--- src/rtl/data_mem_responder_if.sv ---
// Request/response bus between the pipeline MEM stage (master) and the data memory
// responder (slave).
interface data_mem_responder_if;
  logic       req_valid;
  logic       req_ready;
  logic       req_we;
  logic [7:0] req_addr;
  logic [7:0] req_wdata;
  logic       resp_valid;
  logic [7:0] resp_rdata;
  logic       resp_err;
  logic       busy;

  modport master (
    output req_valid, req_we, req_addr, req_wdata,
    input  req_ready, resp_valid, resp_rdata, resp_err, busy
  );

  modport slave (
    input  req_valid, req_we, req_addr, req_wdata,
    output req_ready, resp_valid, resp_rdata, resp_err, busy
  );
endinterface

--- src/rtl/data_mem_responder.sv ---
// Single-outstanding data memory responder: IDLE -> (WAIT) -> RESP -> IDLE.
// Define DMEM_WAIT_EN to insert WAIT_CYCLES wait states per access.
module data_mem_responder #(
  parameter int unsigned DEPTH       = 256,
  parameter int unsigned WAIT_CYCLES = 2
) (
  input logic                  clk,
  input logic                  reset,
  data_mem_responder_if.slave  dmem_io
);

  localparam int unsigned AW     = (DEPTH > 1) ? $clog2(DEPTH) : 1;
  localparam logic [8:0]  DepthW = 9'(DEPTH);

  if (DEPTH < 1 || DEPTH > 256) begin : g_bad_depth
    $error("DEPTH must be in 1..256");
  end
  if (WAIT_CYCLES > 15) begin : g_bad_wait
    $error("WAIT_CYCLES must be in 0..15");
  end

`ifdef DMEM_WAIT_EN
  typedef enum logic [1:0] {StIdle, StWait, StResp} state_e;
`else
  typedef enum logic [0:0] {StIdle, StResp} state_e;
`endif

  state_e     state_q, state_d;
  logic [7:0] rdata_q;
  logic       err_q;
  logic [7:0] mem_q [2**AW];

  logic       accept;
  logic       acc_we;
  logic [7:0] acc_addr;
  logic [7:0] acc_wdata;
  logic       acc_err;
  logic       commit;
  logic       mem_wr;
  logic [AW-1:0] mem_idx;

  assign accept = dmem_io.req_valid && (state_q == StIdle);

`ifdef DMEM_WAIT_EN
  logic [3:0] cnt_q, cnt_d;
  logic       we_q;
  logic [7:0] addr_q, wdata_q;

  // The access completes either on the acceptance edge (live inputs) or out of WAIT (captured).
  assign acc_we    = (state_q == StIdle) ? dmem_io.req_we    : we_q;
  assign acc_addr  = (state_q == StIdle) ? dmem_io.req_addr  : addr_q;
  assign acc_wdata = (state_q == StIdle) ? dmem_io.req_wdata : wdata_q;

  always_comb begin
    state_d = state_q;
    cnt_d   = cnt_q;
    unique case (state_q)
      StIdle: begin
        if (accept) begin
          if (WAIT_CYCLES == 0) begin
            state_d = StResp;
          end else begin
            state_d = StWait;
            cnt_d   = 4'(WAIT_CYCLES - 1);
          end
        end
      end
      StWait: begin
        if (cnt_q == 4'd0) begin
          state_d = StResp;
        end else begin
          cnt_d = cnt_q - 4'd1;
        end
      end
      StResp:  state_d = StIdle;
      default: state_d = StIdle;
    endcase
  end

  always_ff @(posedge clk or posedge reset) begin
    if (reset) begin
      cnt_q   <= 4'd0;
      we_q    <= 1'b0;
      addr_q  <= 8'h00;
      wdata_q <= 8'h00;
    end else begin
      cnt_q <= cnt_d;
      if (accept) begin
        we_q    <= dmem_io.req_we;
        addr_q  <= dmem_io.req_addr;
        wdata_q <= dmem_io.req_wdata;
      end
    end
  end
`else
  assign acc_we    = dmem_io.req_we;
  assign acc_addr  = dmem_io.req_addr;
  assign acc_wdata = dmem_io.req_wdata;

  always_comb begin
    state_d = state_q;
    unique case (state_q)
      StIdle:  if (accept) state_d = StResp;
      StResp:  state_d = StIdle;
      default: state_d = StIdle;
    endcase
  end
`endif

  assign acc_err = {1'b0, acc_addr} >= DepthW;
  assign commit  = (state_d == StResp) && (state_q != StResp);
  assign mem_wr  = commit && acc_we && !acc_err;
  assign mem_idx = acc_addr[AW-1:0];

  always_ff @(posedge clk or posedge reset) begin
    if (reset) begin
      state_q <= StIdle;
      rdata_q <= 8'h00;
      err_q   <= 1'b0;
    end else begin
      state_q <= state_d;
      if (commit) begin
        err_q   <= acc_err;
        rdata_q <= (acc_we || acc_err) ? 8'h00 : mem_q[mem_idx];
      end
    end
  end

  // Contents have no reset value; reset only blocks writes while it is asserted.
  always_ff @(posedge clk or posedge reset) begin
    if (reset) begin
    end else if (mem_wr) begin
      mem_q[mem_idx] <= acc_wdata;
    end
  end

  assign dmem_io.req_ready  = (state_q == StIdle);
  assign dmem_io.resp_valid = (state_q == StResp);
  assign dmem_io.resp_rdata = (state_q == StResp) ? rdata_q : 8'h00;
  assign dmem_io.resp_err   = (state_q == StResp) && err_q;
  assign dmem_io.busy       = (state_q != StIdle) || dmem_io.req_valid;

endmodule

--- src/flat_wrapper.sv ---
// flat-port wrapper written by rule: the top's interface ports become plain ports
module data_mem_responder_flat 
#(
  parameter int unsigned DEPTH       = 256,
  parameter int unsigned WAIT_CYCLES = 2
)
  (clk, reset, dmem_io_req_valid, dmem_io_req_we, dmem_io_req_addr, dmem_io_req_wdata, dmem_io_req_ready, dmem_io_resp_valid, dmem_io_resp_rdata, dmem_io_resp_err, dmem_io_busy);
  data_mem_responder_if dmem_io_i ();
  input logic clk;
  input logic reset;
  input wire logic [$bits(dmem_io_i.req_valid)-1:0] dmem_io_req_valid;
  input wire logic [$bits(dmem_io_i.req_we)-1:0] dmem_io_req_we;
  input wire logic [$bits(dmem_io_i.req_addr)-1:0] dmem_io_req_addr;
  input wire logic [$bits(dmem_io_i.req_wdata)-1:0] dmem_io_req_wdata;
  output wire logic [$bits(dmem_io_i.req_ready)-1:0] dmem_io_req_ready;
  output wire logic [$bits(dmem_io_i.resp_valid)-1:0] dmem_io_resp_valid;
  output wire logic [$bits(dmem_io_i.resp_rdata)-1:0] dmem_io_resp_rdata;
  output wire logic [$bits(dmem_io_i.resp_err)-1:0] dmem_io_resp_err;
  output wire logic [$bits(dmem_io_i.busy)-1:0] dmem_io_busy;
  assign dmem_io_i.req_valid = dmem_io_req_valid;
  assign dmem_io_i.req_we = dmem_io_req_we;
  assign dmem_io_i.req_addr = dmem_io_req_addr;
  assign dmem_io_i.req_wdata = dmem_io_req_wdata;
  assign dmem_io_req_ready = dmem_io_i.req_ready;
  assign dmem_io_resp_valid = dmem_io_i.resp_valid;
  assign dmem_io_resp_rdata = dmem_io_i.resp_rdata;
  assign dmem_io_resp_err = dmem_io_i.resp_err;
  assign dmem_io_busy = dmem_io_i.busy;
  data_mem_responder #(.DEPTH(DEPTH), .WAIT_CYCLES(WAIT_CYCLES)) u_core (.clk(clk), .reset(reset), .dmem_io(dmem_io_i));
endmodule
--- config.mk ---
export PLATFORM = sky130hd
export DESIGN_NAME = data_mem_responder_flat
export DESIGN_NICKNAME = d
export VERILOG_FILES = /design/src/rtl/data_mem_responder_if.sv /design/src/rtl/data_mem_responder.sv /design/src/flat_wrapper.sv
export SDC_FILE = /design/constraint.sdc
export NUM_CORES = 2
export LEC_CHECK = 0
export CAP_MARGIN = 20
export CORE_ASPECT_RATIO = 1.25
export CORE_MARGIN = 2
export CORE_UTILIZATION = 35
export CTS_CLUSTER_SIZE = 12
export DETAILED_ROUTE_END_ITERATION = 10
export GPL_ROUTABILITY_DRIVEN = 1
export SYNTH_ARGS = -nofsm -noshare
export SYNTH_HDL_FRONTEND = slang
export SYNTH_SLANG_ARGS = --single-unit
--- constraint.sdc ---
create_clock -name clk -period 2.7 [get_ports clk]
set_input_delay 0.405 -clock clk [delete_from_list [all_inputs] [get_ports clk]]
set_output_delay 0.405 -clock clk [all_outputs]
set_load 0.01 [all_outputs]
==> key figures <==
Finish
  • Share of layout cells above drive strength 1: a little under a third
  • # fillers: roughly 20000
  • Final Instance Area: approximately 97000 µm²
  • Fin util: 42.4%
  • Footprint of the multi-input gates: around 18000 µm²
  • # nets final: ~4700
  • Register area: 61700 µm²
  • Synth-to-Final Area Change: 20.5%

Worst hold path
  • Hold depth: 1
  • Hold WC Path Type: input port to flop
  • Worst hold start: dmem_io_req_wdata[7]
  • Hold Path End: u_core.mem_q[67][7]

Timing
  • Setup violators final: 0
  • Fmax: 0.372 GHz
  • RSZ-0062 raised after global routing: no
  • Fin. Hold Viols: 0
  • WHS: ~0.055 ns
  • Slew Limit Fails: 0
  • Tightest Pin Transition: ~1.1 ns
  • Rel. slew slack: approximately 28%
  • Setup TNS: 0 ns
  • Skew final: approximately 0.038 ns
  • Final period util: 99.6%
  • Min Clock Period, post-route: approximately 2.7 ns
  • Worst Slack Setup Final: 0.0111 ns

Global route
  • Remaining Overflow, GRT: 0
  • First-pass GRT wire length: about 300 mm
  • Largest net degree at the start of global routing: about 120
  • Vias in the first global route: between 40000 and 50000
  • GR Util All Layers: 18.1%
  • Initial antenna violation count: 5

Die
  • Overall die area: about 230000 µm²
  • Die Width: about 430 µm
  • Die span in y: 539 µm
  • # rows: between 150 and 200
  • Boundary Pins: 32
  • Initial Utilization: a little over a third
  • CORE AREA: about 230000 µm²

Detailed routing
  • WL final: ~210 mm
  • Drt pass-1 iters: 7
  • Total vias in the final route: a little over 40000
  • Routed len/inst: 27.6 µm
  • Routed vias/inst: 5.37
  • DRT iter0 DRCs: about 3800
  • Routed Antenna Nets: 0
  • DRC viols: 0

Critical path
  • Worst-path fanout max: 5
  • CP Buf/Inv Count: 1
  • Worst Path Arrival: between 2 and 2.5 ns
  • Critical path class: flop to output pin
  • Family with the most delay on the worst path: flip-flops
  • Worst Setup End Kind: output pin
  • R2R setup slack: ~0.11 ns
  • Cell at the slowest stage of the critical path: dfrtp_1
  • Setup crit start kind: flop
  • Worst r2r path cells: 7
  • R2R Path Start: u_core.mem_q[59][3]
  • Critical-path cell list: and2_1, clkdlybuf4s50_1
  • RR Endpoint: u_core.rdata_q[3]
  • Slowest stage delay, CP: between 0.6 and 0.7 ns
  • CP Data Required Time: 2.30 ns

Clock network
  • Inserted Clock Buffers: between 200 and 250
  • CTS tree: done
  • Max clock buf depth: 4
  • Clock-pin slew on the worst setup and hold paths: 0.07 ns
  • H-tree Lvls: 4
  • Clock root buffer: clkbuf_16
  • Skew-Pair Late Insertion Delay: approximately 0.84 ns
  • Clock sink count: around 2100
  • Post-CTS setup buffer count: 0

Synthesis
  • Synth cell types: 61
  • Syn_nets: between 4000 and 5000
  • Yosys top cell area share: 76.6%
  • Top post-synthesis cells by area: edfxtp_1, mux4_2, mux2i_1
  • Cell Area, Synth: 80300 µm²
  • Flop and latch count out of synthesis: ~2100
  • Synth async-reset ratio: less than 1%
  • Ys Warns: 0
  • Ys flop type: edfxtp_1
  • Mapped Cells: between 3000 and 4000
  • Avg Inst Size Synth: roughly 20 µm²
  • Synth area leader: edfxtp_1
  • Sequential-to-total area share from yosys stat: a little under 80%
  • EDFF count, synth: between 2000 and 2500

Pwr
  • Power density over the cells: about 660 nW/µm²
  • Worst IR Drop VDD: 0.480 mV
  • Leak: about 31 nW

Placement
  • DP HPWL: between 100 and 150 mm
  • Area post-placement: between 90000 and 100000 µm²
  • Port Buf Inserts: 30
  • Pre-CTS WS: -0.874 ns
  • Routability cong.: slightly above 0.9

Run status
  • Status: finished clean

Flow run
  • Max-cap viol count: 0
==> layer usage <==
metal | global-route usage (%) | vias to the layer above | wire length [µm]
li1 | - | 17767 | -
met1 | 22.9 | 22028 | 83000
met2 | 31.3 | 1404 | 109000
met3 | 2.53 | 373 | 12000
met4 | 7.41 | 4 | 9640
met5 | 0 | - | 27
==> repair_timing <==
| item | 4_1_cts | 5_1_grt |
|---|---|---|
| gates resized for setup | 2 | 5 |
| setup endpoints to repair | 2 | 12 |
| hold buffers | 3 | 0 |
| endpoints found under the hold margin | 59 | 0 |
| pin swaps | 0 | 0 |
==> Yosys cell counts, types with 7 or more instances <==
master / instances
buf_4: 41
nor2_1: 292
nand3_1: 40
a211oi_1: 23
mux2_2: 22
a221oi_1: 34
o221ai_1: 7
nor4_1: 24
nand4b_1: 10
a22o_1: 9
buf_2: 84
clkbuf_1: 81
nor2b_1: 38
and2_1: 15
inv_1: 20
mux2i_1: 323
a21o_1: 7
a21oi_1: 55
a31oi_1: 9
mux4_2: 365
nand2b_1: 13
a221o_1: 13
o21ai_1: 9
buf_1: 11
buf_6: 21
a2111oi_0: 10
o22ai_1: 86
edfxtp_1: 2048
a22oi_1: 92
nand2_1: 74
dfrtp_1: 9
nor3_1: 8
o21ai_0: 25
==> worst max path at each step <==
stage                             start                    end  slack (ns)  cells past startpoint
global placement    dmem_io_req_addr[0]      u_core.rdata_q[4]       -0.85                     11
detailed placement  dmem_io_req_addr[0]      u_core.rdata_q[4]       -0.87                     11
finish                u_core.rdata_q[4]  dmem_io_resp_rdata[4]        0.01                      2
CTS                   u_core.rdata_q[4]  dmem_io_resp_rdata[4]       0.004                      2
global route          u_core.rdata_q[4]  dmem_io_resp_rdata[4]       0.003                      2
floorplan           dmem_io_req_addr[4]   u_core.mem_q[186][0]       -0.10                      6
==> cells in the final DEF, fill, tap and decap left out, drive strengths merged, types with 25 or more instances in the layout <==
cell | netlist | final
clkinv | 0 | 26
mux4 | 366 | 366
nor2 | 293 | 293
a21oi | 55 | 55
o21ai | 34 | 34
a22oi | 92 | 92
o22ai | 86 | 86
nand3 | 41 | 41
mux2 | 27 | 27
mux2i | 323 | 323
nand2 | 75 | 75
edfxtp | 2048 | 2048
clkbuf | 82 | 253
a221oi | 34 | 34
buf | 157 | 715
nor2b | 38 | 38
nor4 | 25 | 25
==> logic make-up (layout without fill, tap and decap cells) <==
kind of cell           after synthesis  in the layout  synth area share [%]
buffers and inverters              259           1038                  1.74
muxes                              716            716                  14.7
AOI/OAI and AO/OA                  407            407                  3.57
and+or+nand+nor                    542            542                  3.09
other                                1              6               0.00467
DFF                               2057           2057                  76.9
==> sequential cells by signal, summed over array words and instances, names as in the netlist <==
signal,count
u_core.rdata_q,8
u_core.dmem_io.resp_valid,1
u_core.mem_q,2048
==> metrics by stage <==
stage               instances  power, W
finish                   7736    0.0641
global route             7732    0.0659
CTS                      7731    0.0646
detailed placement       7445    0.0397
global placement         7444    0.0396
floorplan                3982    0.0375
==> final cells by class <==
type                            count  area share, %
Sequential cell                  2057           63.8
Multi-Input combinational cell   1666           18.8
Timing Repair Buffer              735           7.72
Clock buffer                      252           5.53
Tap cell                         2970           3.84
Clock inverter                     31          0.226
Inverter                           20         0.0776
Antenna cell                        5         0.0129
==> power by group <==
part	internal, W	switching [W]
Clock	0.0139	0.0112
Combinational	0.00153	0.00224
Sequential	0.0351	0.0000828
Total	0.0505	0.0136
Power figures use the tool's default switching activity.
